==> src/rtl/oled_refresh_sched_if.sv <==
// Signal bundle between the OLED refresh scheduler and its surroundings:
// live data in, the init/writer enable-FIN handshakes, snapshot out and status.
interface oled_refresh_sched_if;
    logic [31:0] din0;
    logic [31:0] din1;
    logic [31:0] din2;
    logic [31:0] din3;
    logic        force_refresh;
    logic        init_done;
    logic        update_done;
    logic        init_en;
    logic        update_en;
    logic        sel_init;
    logic        busy;
    logic [31:0] dout0;
    logic [31:0] dout1;
    logic [31:0] dout2;
    logic [31:0] dout3;
    logic [15:0] update_count;
    logic [2:0]  state_dbg;

    modport master (
        input  din0, din1, din2, din3, force_refresh, init_done, update_done,
        output init_en, update_en, sel_init, busy,
               dout0, dout1, dout2, dout3, update_count, state_dbg
    );

    modport slave (
        output din0, din1, din2, din3, force_refresh, init_done, update_done,
        input  init_en, update_en, sel_init, busy,
               dout0, dout1, dout2, dout3, update_count, state_dbg
    );
endinterface

==> src/rtl/oled_refresh_sched.sv <==
// PmodOLED sequencer: runs init once after reset, then schedules rate-limited
// page-writer updates from a latched data snapshot.
module oled_refresh_sched #(
    parameter int unsigned REFRESH_CYCLES = 100_000_000,
    parameter int unsigned MIN_GAP        = 5_000_000
) (
    input  logic                 CLK100MHZ,
    input  logic                 RST,
    oled_refresh_sched_if.master bus
);

    typedef enum logic [2:0] {
        IDLE    = 3'd0,
        INIT    = 3'd1,
        ARM     = 3'd2,
        UPDATE  = 3'd3,
        RELEASE = 3'd4,
        HOLDOFF = 3'd5,
        WAIT    = 3'd6
    } state_t;

    localparam logic [31:0] REFRESH_LIMIT = 32'(REFRESH_CYCLES - 1);
    localparam logic [31:0] HOLDOFF_LAST  = 32'(MIN_GAP - 1);

    state_t      state;
    state_t      next_state;
    logic [31:0] refresh_cnt;
    logic [31:0] holdoff_cnt;
    logic        pending;
    logic [31:0] snap0;
    logic [31:0] snap1;
    logic [31:0] snap2;
    logic [31:0] snap3;
    logic [15:0] count;
    logic        data_changed;
    logic        refresh_due;
    logic        trigger;

    assign data_changed = {snap3, snap2, snap1, snap0} !=
                          {bus.din3, bus.din2, bus.din1, bus.din0};
    assign refresh_due  = refresh_cnt >= REFRESH_LIMIT;
    assign trigger      = data_changed | refresh_due | pending | bus.force_refresh;

    always_ff @(posedge CLK100MHZ) begin
        if (RST) begin
            state <= IDLE;
        end else begin
            state <= next_state;
        end
    end

    always_comb begin
        next_state = state;
        case (state)
            IDLE:    next_state = INIT;
            INIT:    if (bus.init_done) next_state = ARM;
            ARM:     next_state = UPDATE;
            UPDATE:  if (bus.update_done) next_state = RELEASE;
            RELEASE: if (!bus.update_done) next_state = HOLDOFF;
            HOLDOFF: if (holdoff_cnt == HOLDOFF_LAST) next_state = WAIT;
            WAIT:    if (trigger) next_state = ARM;
            default: next_state = IDLE;
        endcase
    end

    // Refresh counter restarts on ARM entry and advances every cycle, so two
    // back-to-back periodic ARMs land exactly REFRESH_CYCLES apart.
    always_ff @(posedge CLK100MHZ) begin
        if (RST) begin
            refresh_cnt <= '0;
            holdoff_cnt <= '0;
            pending     <= 1'b0;
            snap0       <= '0;
            snap1       <= '0;
            snap2       <= '0;
            snap3       <= '0;
            count       <= '0;
        end else begin
            if (next_state == ARM) begin
                refresh_cnt <= '0;
            end else if (refresh_cnt != '1) begin
                refresh_cnt <= refresh_cnt + 32'd1;
            end

            if (state == RELEASE) begin
                holdoff_cnt <= '0;
            end else if (state == HOLDOFF) begin
                holdoff_cnt <= holdoff_cnt + 32'd1;
            end

            // A force arriving in the ARM cycle itself still wins over the clear.
            if (state == ARM) begin
                pending <= bus.force_refresh;
            end else if ((state == UPDATE || state == RELEASE || state == HOLDOFF) &&
                         bus.force_refresh) begin
                pending <= 1'b1;
            end

            if (state == ARM) begin
                snap0 <= bus.din0;
                snap1 <= bus.din1;
                snap2 <= bus.din2;
                snap3 <= bus.din3;
            end

            if (state == UPDATE && bus.update_done) begin
                count <= count + 16'd1;
            end
        end
    end

    assign bus.init_en      = (state == INIT);
    assign bus.update_en    = (state == UPDATE);
    assign bus.sel_init     = (state == IDLE) || (state == INIT);
    assign bus.busy         = (state != WAIT);
    assign bus.dout0        = snap0;
    assign bus.dout1        = snap1;
    assign bus.dout2        = snap2;
    assign bus.dout3        = snap3;
    assign bus.update_count = count;
    assign bus.state_dbg    = state;

endmodule
==> src/flat_wrapper.sv <==
// flat-port wrapper written by rule: the top's interface ports become plain ports
module oled_refresh_sched_flat 
#(
    parameter int unsigned REFRESH_CYCLES = 100_000_000,
    parameter int unsigned MIN_GAP        = 5_000_000
)
  (CLK100MHZ, RST, bus_din0, bus_din1, bus_din2, bus_din3, bus_force_refresh, bus_init_done, bus_update_done, bus_init_en, bus_update_en, bus_sel_init, bus_busy, bus_dout0, bus_dout1, bus_dout2, bus_dout3, bus_update_count, bus_state_dbg);
  oled_refresh_sched_if bus_i ();
  input  logic CLK100MHZ;
  input  logic RST;
  input wire logic [$bits(bus_i.din0)-1:0] bus_din0;
  input wire logic [$bits(bus_i.din1)-1:0] bus_din1;
  input wire logic [$bits(bus_i.din2)-1:0] bus_din2;
  input wire logic [$bits(bus_i.din3)-1:0] bus_din3;
  input wire logic [$bits(bus_i.force_refresh)-1:0] bus_force_refresh;
  input wire logic [$bits(bus_i.init_done)-1:0] bus_init_done;
  input wire logic [$bits(bus_i.update_done)-1:0] bus_update_done;
  output wire logic [$bits(bus_i.init_en)-1:0] bus_init_en;
  output wire logic [$bits(bus_i.update_en)-1:0] bus_update_en;
  output wire logic [$bits(bus_i.sel_init)-1:0] bus_sel_init;
  output wire logic [$bits(bus_i.busy)-1:0] bus_busy;
  output wire logic [$bits(bus_i.dout0)-1:0] bus_dout0;
  output wire logic [$bits(bus_i.dout1)-1:0] bus_dout1;
  output wire logic [$bits(bus_i.dout2)-1:0] bus_dout2;
  output wire logic [$bits(bus_i.dout3)-1:0] bus_dout3;
  output wire logic [$bits(bus_i.update_count)-1:0] bus_update_count;
  output wire logic [$bits(bus_i.state_dbg)-1:0] bus_state_dbg;
  assign bus_i.din0 = bus_din0;
  assign bus_i.din1 = bus_din1;
  assign bus_i.din2 = bus_din2;
  assign bus_i.din3 = bus_din3;
  assign bus_i.force_refresh = bus_force_refresh;
  assign bus_i.init_done = bus_init_done;
  assign bus_i.update_done = bus_update_done;
  assign bus_init_en = bus_i.init_en;
  assign bus_update_en = bus_i.update_en;
  assign bus_sel_init = bus_i.sel_init;
  assign bus_busy = bus_i.busy;
  assign bus_dout0 = bus_i.dout0;
  assign bus_dout1 = bus_i.dout1;
  assign bus_dout2 = bus_i.dout2;
  assign bus_dout3 = bus_i.dout3;
  assign bus_update_count = bus_i.update_count;
  assign bus_state_dbg = bus_i.state_dbg;
  oled_refresh_sched #(.REFRESH_CYCLES(REFRESH_CYCLES), .MIN_GAP(MIN_GAP)) u_core (.CLK100MHZ(CLK100MHZ), .RST(RST), .bus(bus_i));
endmodule
==> config.mk <==
export PLATFORM = sky130hd
export DESIGN_NAME = oled_refresh_sched_flat
export DESIGN_NICKNAME = d
export VERILOG_FILES = /design/src/rtl/oled_refresh_sched_if.sv /design/src/rtl/oled_refresh_sched.sv /design/src/flat_wrapper.sv
export SDC_FILE = /design/constraint.sdc
export NUM_CORES = 1
export LEC_CHECK = 0
export CELL_PAD_IN_SITES_DETAIL_PLACEMENT = 0
export CELL_PAD_IN_SITES_GLOBAL_PLACEMENT = 1
export CORE_MARGIN = 2
export CORE_UTILIZATION = 35
export CTS_CLUSTER_DIAMETER = 200
export DETAILED_ROUTE_END_ITERATION = 8
export PLACE_DENSITY = 0.88
export SLEW_MARGIN = 20
export SYNTH_ARGS = -nofsm -noshare
export SYNTH_HDL_FRONTEND = slang
export SYNTH_SLANG_ARGS = --single-unit
export TNS_END_PERCENT = 100
==> constraint.sdc <==
create_clock -name CLK100MHZ -period 2.35 [get_ports CLK100MHZ]
set_input_delay 0.3525 -clock CLK100MHZ [delete_from_list [all_inputs] [get_ports CLK100MHZ]]
set_output_delay 0.3525 -clock CLK100MHZ [all_outputs]
set_load 0.005 [all_outputs]
==> impl_metrics.py, run 1 <==
metrics = {
    "outcome": {
        "status": "completed",
    },
    "timing": {
        "period_minus_slack_ns": 2.28,
        "rsz0062_at_grt": "true",
        "fin_setup_tns_ns": 0,
        "max_freq_mhz": 438,
        "tightest_slew_ns": 0.658,
        "fin_ws_ns": 0.0669,
        "fin_worst_skew_ns": 0.0134,
        "whs_ns": 0.0822,
        "drv_slew": 0,
        "final_hold_viol_count": 0,
        "setup_viol": 0,
        "timing.slew.headroom": 0.561,
        "post-route-period-util": 0.972,
    },
    "clock_tree": {
        "clock_sinks": 212,
        "postCtsHoldBufs": 0,
        "insertion_delay_ns": 0.52,
        "cts.root.buffer_cell": "clkbuf_16",
        "cts_tree": "yes",
        "post_cts_buffers": 0,
        "clockBufferDepth": 3,
        "path_clk_slew_ns": 0.06,
        "h-tree-depth": 1,
        "cts_inserted_buffers": 25,
    },
    "drt": {
        "detail_route.wl_per_cell_um": 17.4,
        "via_per_inst": 4.94,
        "first_pass_iters": 5,
        "finalWirelength_mm": 34.6,
        "drt_iter0_drc": 657,
        "via_count": 9846,
        "antenna_left": 0,
        "drc": 0,
    },
    "synthesis": {
        "synthesis.nets": 1388,
        "synth_ff_type": "dfxtp_1",
        "syn_avg_cell_area_um2": 7.95,
        "yosysTopAreaCell": "dfxtp_1",
        "synth.area.top_cells": "dfxtp_1, nand2_1, xnor2_1",
        "synth_edf_count": 0,
        "ys_types": 53,
        "yosysTopAreaCellShare": 0.426,
        "synth_warnings": 0,
        "ys_seq_area_frac": 0.426,
        "synth_cells": 1252,
        "netlist_area_um2": 9950,
        "async_flop_share": 0,
        "ys_ff_latch": 212,
    },
    "critical_path": {
        "start_kind": "flop",
        "arrival_ns": 2.73,
        "path_class": "reg -> reg",
        "cp_slowest_cell": "or4_1",
        "crit_required_ns": 2.80,
        "crit_chain": "or4_1, a211o_1, a311oi_2, nor4b_2, nor4_4, a22oi_2, buf_12, nor2_1",
        "end_kind": "flop",
        "cp_max_fo": 17,
        "crit_path_max_incr_delay_ns": 0.52,
    },
    "global_route": {
        "grt_pass1_wl_mm": 53.4,
        "grt_usage": 0.224,
        "antenna_found_initial": 2,
        "grt_remaining_overflow": 0,
        "grt_max_degree": 122,
        "grt_pass1_vias": 9615,
    },
    "place": {
        "postPlaceCellArea_um2": 13800,
        "port_buffers": 283,
        "gp_congestion": 0.840,
        "dpl.hpwl_mm": 26.0,
        "pre_cts_ws_ns": -0.664,
    },
    "power_and_ir_drop": {
        "power_density_nw_per_um2": 606,
        "leakagePower_nw": 5.13,
        "peakVddDrop_v": 0.000438,
    },
    "floorplanning": {
        "start_util": 0.357,
        "core_area_um2": 27900,
        "die_width_um": 173,
        "die_h_um": 173,
        "io_pins": 284,
        "num_rows": 61,
        "die_area_um2": 29800,
    },
    "cells_and_area": {
        "finalNetCount": 1736,
        "fill_cells": 2593,
        "design_area_um2": 14700,
        "final_cell_mix": "nand2_1, clkdlybuf4s50_1, dfxtp_1",
        "synthToLayoutAreaGrowth_pct": 48.2,
        "final_common_cell": "nand2_1",
        "drive_gt1_frac": 0.104,
    },
    "run": {
        "maxCapViolCount": 0,
    },
    "worst_hold_path": {
        "hp-class": "in -> reg",
    },
}
Yosys cell counts, types with 2 or more instances:
master	n
nor3_1	11
and3_1	15
ha_1	3
nand2_1	288
mux2i_1	2
nor4bb_1	4
a22oi_1	2
clkbuf_1	50
or3_1	5
and3b_1	3
o2111ai_1	7
nor4_2	2
o22ai_1	8
and2_1	4
inv_1	33
o21ai_0	7
buf_6	3
buf_2	3
nand4_1	43
nor2b_1	36
dfxtp_1	212
a21oi_1	137
nor4b_1	5
nand2b_1	27
nand4b_1	2
nand3_1	28
a2111oi_0	2
and4_1	11
nor2_1	100
xor2_1	41
xnor2_1	108
buf_1	3
a2111o_1	11
nor2_2	2
nor4_1	16
what timing repair did:
action	in CTS	in global routing
setup endpoints to repair	35	36
pin swaps	3	2
cloned	0	0
endpoints found under the hold margin	0	0
resized for setup	11	15
critical path: cells and delay by family (launching register included):
family                 cells  cell delay (ns)
buffers and inverters      1             0.19
AND/OR/NAND/NOR            4             1.00
AO/OA/AOI/OAI              3             0.71
flip-flops                 1             0.31
sequential cells by signal (all words and copies together) (netlist names):
name and flops:
u_core.bus.dout0 32, u_core.bus.dout1 32, u_core.bus.dout2 32, u_core.bus.dout3 32, u_core.holdoff_cnt 32, u_core.refresh_cnt 32
u_core.bus.update_count 16, u_core.bus.state_dbg 3, u_core.pending 1
layout make-up:
cell class / count / area, um^2 / share of cell area
clock inverter: 2 / 10.0 / 0.000679
multi-input combinational: 948 / 5480 / 0.371
inverter: 33 / 124 / 0.00840
sequential: 212 / 4250 / 0.288
tap: 378 / 473 / 0.0321
timing repair buffer: 380 / 3630 / 0.246
antenna: 2 / 5.00 / 0.000339
clock buffer: 38 / 785 / 0.0532
worst paths after layout:
kind                                                  end  cells past startpoint  slack (ns)                                from
setup reg to reg      u_core.refresh_cnt[22]$_SDFFE_PP0P_                      8        0.07  u_core.refresh_cnt[8]$_SDFFE_PP0P_
hold / removal    u_core.bus.update_count[8]$_SDFFE_PP0P_                      2        0.08                                 RST
setup / recovery      u_core.refresh_cnt[22]$_SDFFE_PP0P_                      8        0.07  u_core.refresh_cnt[8]$_SDFFE_PP0P_
hold reg to reg         u_core.bus.dout0[11]$_SDFFE_PP0P_                      2        0.47   u_core.bus.dout0[11]$_SDFFE_PP0P_
routing by layer:
metal | routed length, um | track usage | up-vias
met2 | 15800 | 0.364 | 321
met5 | 0 | 0 | -
met1 | 14700 | 0.283 | 4565
li1 | - | - | 4904
met4 | 1190 | 0.0783 | 0
met3 | 2990 | 0.0660 | 56
power breakdown:
part           total [mW]  switching [mW]  leakage (nW)  internal [mW]
registers            3.83           0.114          1.72           3.71
logic                1.34           0.620          3.01          0.722
clock network        3.77            1.51         0.397           2.26
total                8.94            2.24          5.13           6.70
through the flow:
stage | total power, mW | std cells | utilization
final | 8.94 | 1993 | 0.529
after global routing | 9.29 | 1993 | 0.529
after CTS | 9.02 | 1991 | 0.526
after detailed placement | 5.23 | 1951 | 0.496
after global placement | 5.22 | 1951 | 0.496
after floorplan | 4.40 | 1252 | -
kinds of logic after synthesis:
kind of cell             count (synthesis)  synth area share
multiplexers                             3           0.00314
buffers and inverters                   92            0.0373
AO/OA/AOI/OAI                          183             0.107
flip-flops                             212             0.426
AND/OR/NAND/NOR                        610             0.291
XOR/XNOR                               149             0.131
adder cells (fa/ha/maj)                  3           0.00377
No activity file was read; power rests on OpenSTA's default activity.
==> run 2: changes to the inputs <==
- CAP_MARGIN: unset -> 10
==> results of run 2 <==
Final layout, timing and power as in run 1 (identical DEF).
==> run 3: changes to the inputs <==
- CORE_UTILIZATION: 35 -> 31
- PLACE_DENSITY: 0.88 -> 0.83
- clock period: 2.35 -> 2 ns (I/O delays scaled with it)
==> run 3 against run 2 <==
The flow now finishes with violations (negative setup slack). Via count increased by 4.8%. Clock-buffer cell count is 1 lower. Sequential cell count stayed put. Worst setup slack worse by 0.41 ns. Core utilization decreased by 1.9 points. Final cell count is 7.7% higher. Global-route usage shrank 0.96 points. Sequential share of layout area fell by 2.3 points. Largest cell class unchanged. Largest power group is now the clock network.
==> impl_metrics.py, run 3 (same netlist as run 1, synthesis figures left out) <==
metrics = {
    "cells_and_area": {
        "final_cell_mix": "nand2_1, clkdlybuf4s50_1, buf_4",
        "finalNetCount": 1857,
        "post-route-util": 0.510,
        "final_common_cell": "nand2_1",
        "drive_gt1_frac": 0.193,
        "synthToLayoutAreaGrowth_pct": 61.7,
    },
    "critical_path": {
        "start_kind": "flop",
        "end_kind": "flop",
        "crit_chain": "nand2b_1, o2111ai_1, a2111oi_0, buf_4, nand4_1, nor4_4, a22oi_2, buf_6, buf_12, nor2_2",
        "crit_required_ns": 2.47,
        "path_class": "reg -> reg",
        "r2r_setup_slack_ns": -0.34,
        "crit_path_max_incr_delay_ns": 0.44,
        "arrival_ns": 2.82,
        "cp_slowest_cell": "a2111oi_0",
        "cp_max_fo": 7,
    },
    "worst_hold_path": {
        "hp-class": "in -> reg",
    },
    "timing": {
        "max_freq_mhz": 426,
        "period_minus_slack_ns": 2.34,
        "setup_viol": 33,
        "fin_worst_skew_ns": 0.0307,
        "tightest_slew_ns": 0.531,
        "final_hold_viol_count": 0,
        "timing.slew.headroom": 0.644,
        "fin_ws_ns": -0.345,
        "drv_slew": 0,
        "post-route-period-util": 1.17,
        "rsz0062_at_grt": "true",
    },
    "drt": {
        "first_pass_iters": 7,
        "detail_route.wl_per_cell_um": 17.5,
        "drt_iter0_drc": 595,
        "finalWirelength_mm": 37.5,
        "antenna_left": 0,
        "via_count": 10300,
        "via_per_inst": 4.81,
        "drc": 0,
    },
    "place": {
        "port_buffers": 283,
        "gp_congestion": 0.868,
        "dpl.hpwl_mm": 28.3,
    },
    "global_route": {
        "antenna_found_initial": 3,
        "grt_pass1_wl_mm": 56.7,
        "grt_remaining_overflow": 0,
        "grt_max_degree": 78,
        "grt_pass1_vias": 10200,
        "grt_usage": 0.215,
    },
    "clock_tree": {
        "h-tree-depth": 1,
        "clockBufferDepth": 3,
        "insertion_delay_ns": 0.56,
        "path_clk_slew_ns": 0.06,
        "clock_sinks": 212,
        "cts_inserted_buffers": 28,
        "cts.root.buffer_cell": "clkbuf_16",
        "postCtsHoldBufs": 0,
        "cts_tree": "yes",
    },
    "run": {
        "maxCapViolCount": 0,
    },
    "power_and_ir_drop": {
        "power_density_nw_per_um2": 697,
        "peakVddDrop_v": 0.000857,
        "leakagePower_nw": 5.90,
        "p_total_mw": 11.2,
    },
    "outcome": {
        "status": "finished with violations",
        "violations": "negative setup slack",
    },
    "floorplanning": {
        "start_util": 0.315,
        "io_pins": 284,
        "die_h_um": 183,
        "die_area_um2": 33600,
        "core_area_um2": 31600,
        "die_width_um": 183,
        "num_rows": 65,
    },
}
-- run 3: changes by cell type in the layout (fill, tap and decap cells not counted), sizes merged --
cell and change:
buf +118, bufinv +2, diode +1, dlygate4sd2 +4
clkdlybuf4s50 -4, inv +2, clkbuf -1, clkinv +8
-- run 3: final timing paths --
| path | start | end | depth (start not counted) |
|---|---|---|---|
| hold reg to reg | u_core.bus.dout0[25]$_SDFFE_PP0P_ | u_core.bus.dout0[25]$_SDFFE_PP0P_ | 2 |
| setup / recovery | u_core.bus.dout1[23]$_SDFFE_PP0P_ | u_core.refresh_cnt[11]$_SDFFE_PP0P_ | 10 |
| setup reg to reg | u_core.bus.dout1[23]$_SDFFE_PP0P_ | u_core.refresh_cnt[11]$_SDFFE_PP0P_ | 10 |
| hold / removal | RST | u_core.bus.update_count[6]$_SDFFE_PP0P_ | 2 |
-- run 3: power by group --
group / total [mW] / switching (mW) / internal (mW)
logic: 1.79 / 0.823 / 0.965
registers: 4.47 / 0.108 / 4.36
clock network: 4.95 / 2.00 / 2.95
total: 11.2 / 2.93 / 8.28
-- run 3: repair_timing --
action	CTS	global route
gates cloned	2	1
buffers inserted	7	8
resized for setup	37	64
pin swaps	12	17
setup endpoints to repair	39	46
-- run 3: routing by layer --
layer  track usage  part of all wire
met1         0.263              0.42
met2         0.370              0.48
met3        0.0534             0.068
met4        0.0656             0.033
met5             0                 0
-- run 3: worst max-delay path: cells and delay by family, from the launching register on --
| family | cells | cell delay (ns) |
|---|---|---|
| buf+inv | 3 | 0.50 |
| compound gates | 3 | 0.70 |
| flops | 1 | 0.35 |
| simple gates | 4 | 0.70 |
-- run 3: metrics by stage --
| step | cell area (um^2) | setup WS, ns | hold slack, ns | setup TNS [ns] | std cells |
|---|---|---|---|---|---|
| global route | 16100 | -0.503 | 0.0744 | -14.84 | 2146 |
| floorplan | 9970 | -0.0164 | 0.436 | -0.0406 | 1252 |
| CTS | 15800 | -0.418 | 0.0686 | -12.90 | 2140 |
| detailed placement | 14700 | -1.15 | 0.463 | -37.76 | 2081 |
| finish | 16100 | -0.345 | 0.0814 | -9.98 | 2147 |
| global placement | 14700 | -1.24 | 0.456 | -40.76 | 2081 |
-- run 3: cell type report --
type                            instances  area (um^2)
Timing Repair Buffer                  498         4580
Clock inverter                         14          141
Tap cell                              402          503
Multi-Input combinational cell        948         5720
Sequential cell                       212         4260
Inverter                               33          124
Fill cell                            2936        15500
Clock buffer                           37          764
Antenna cell                            3         7.51
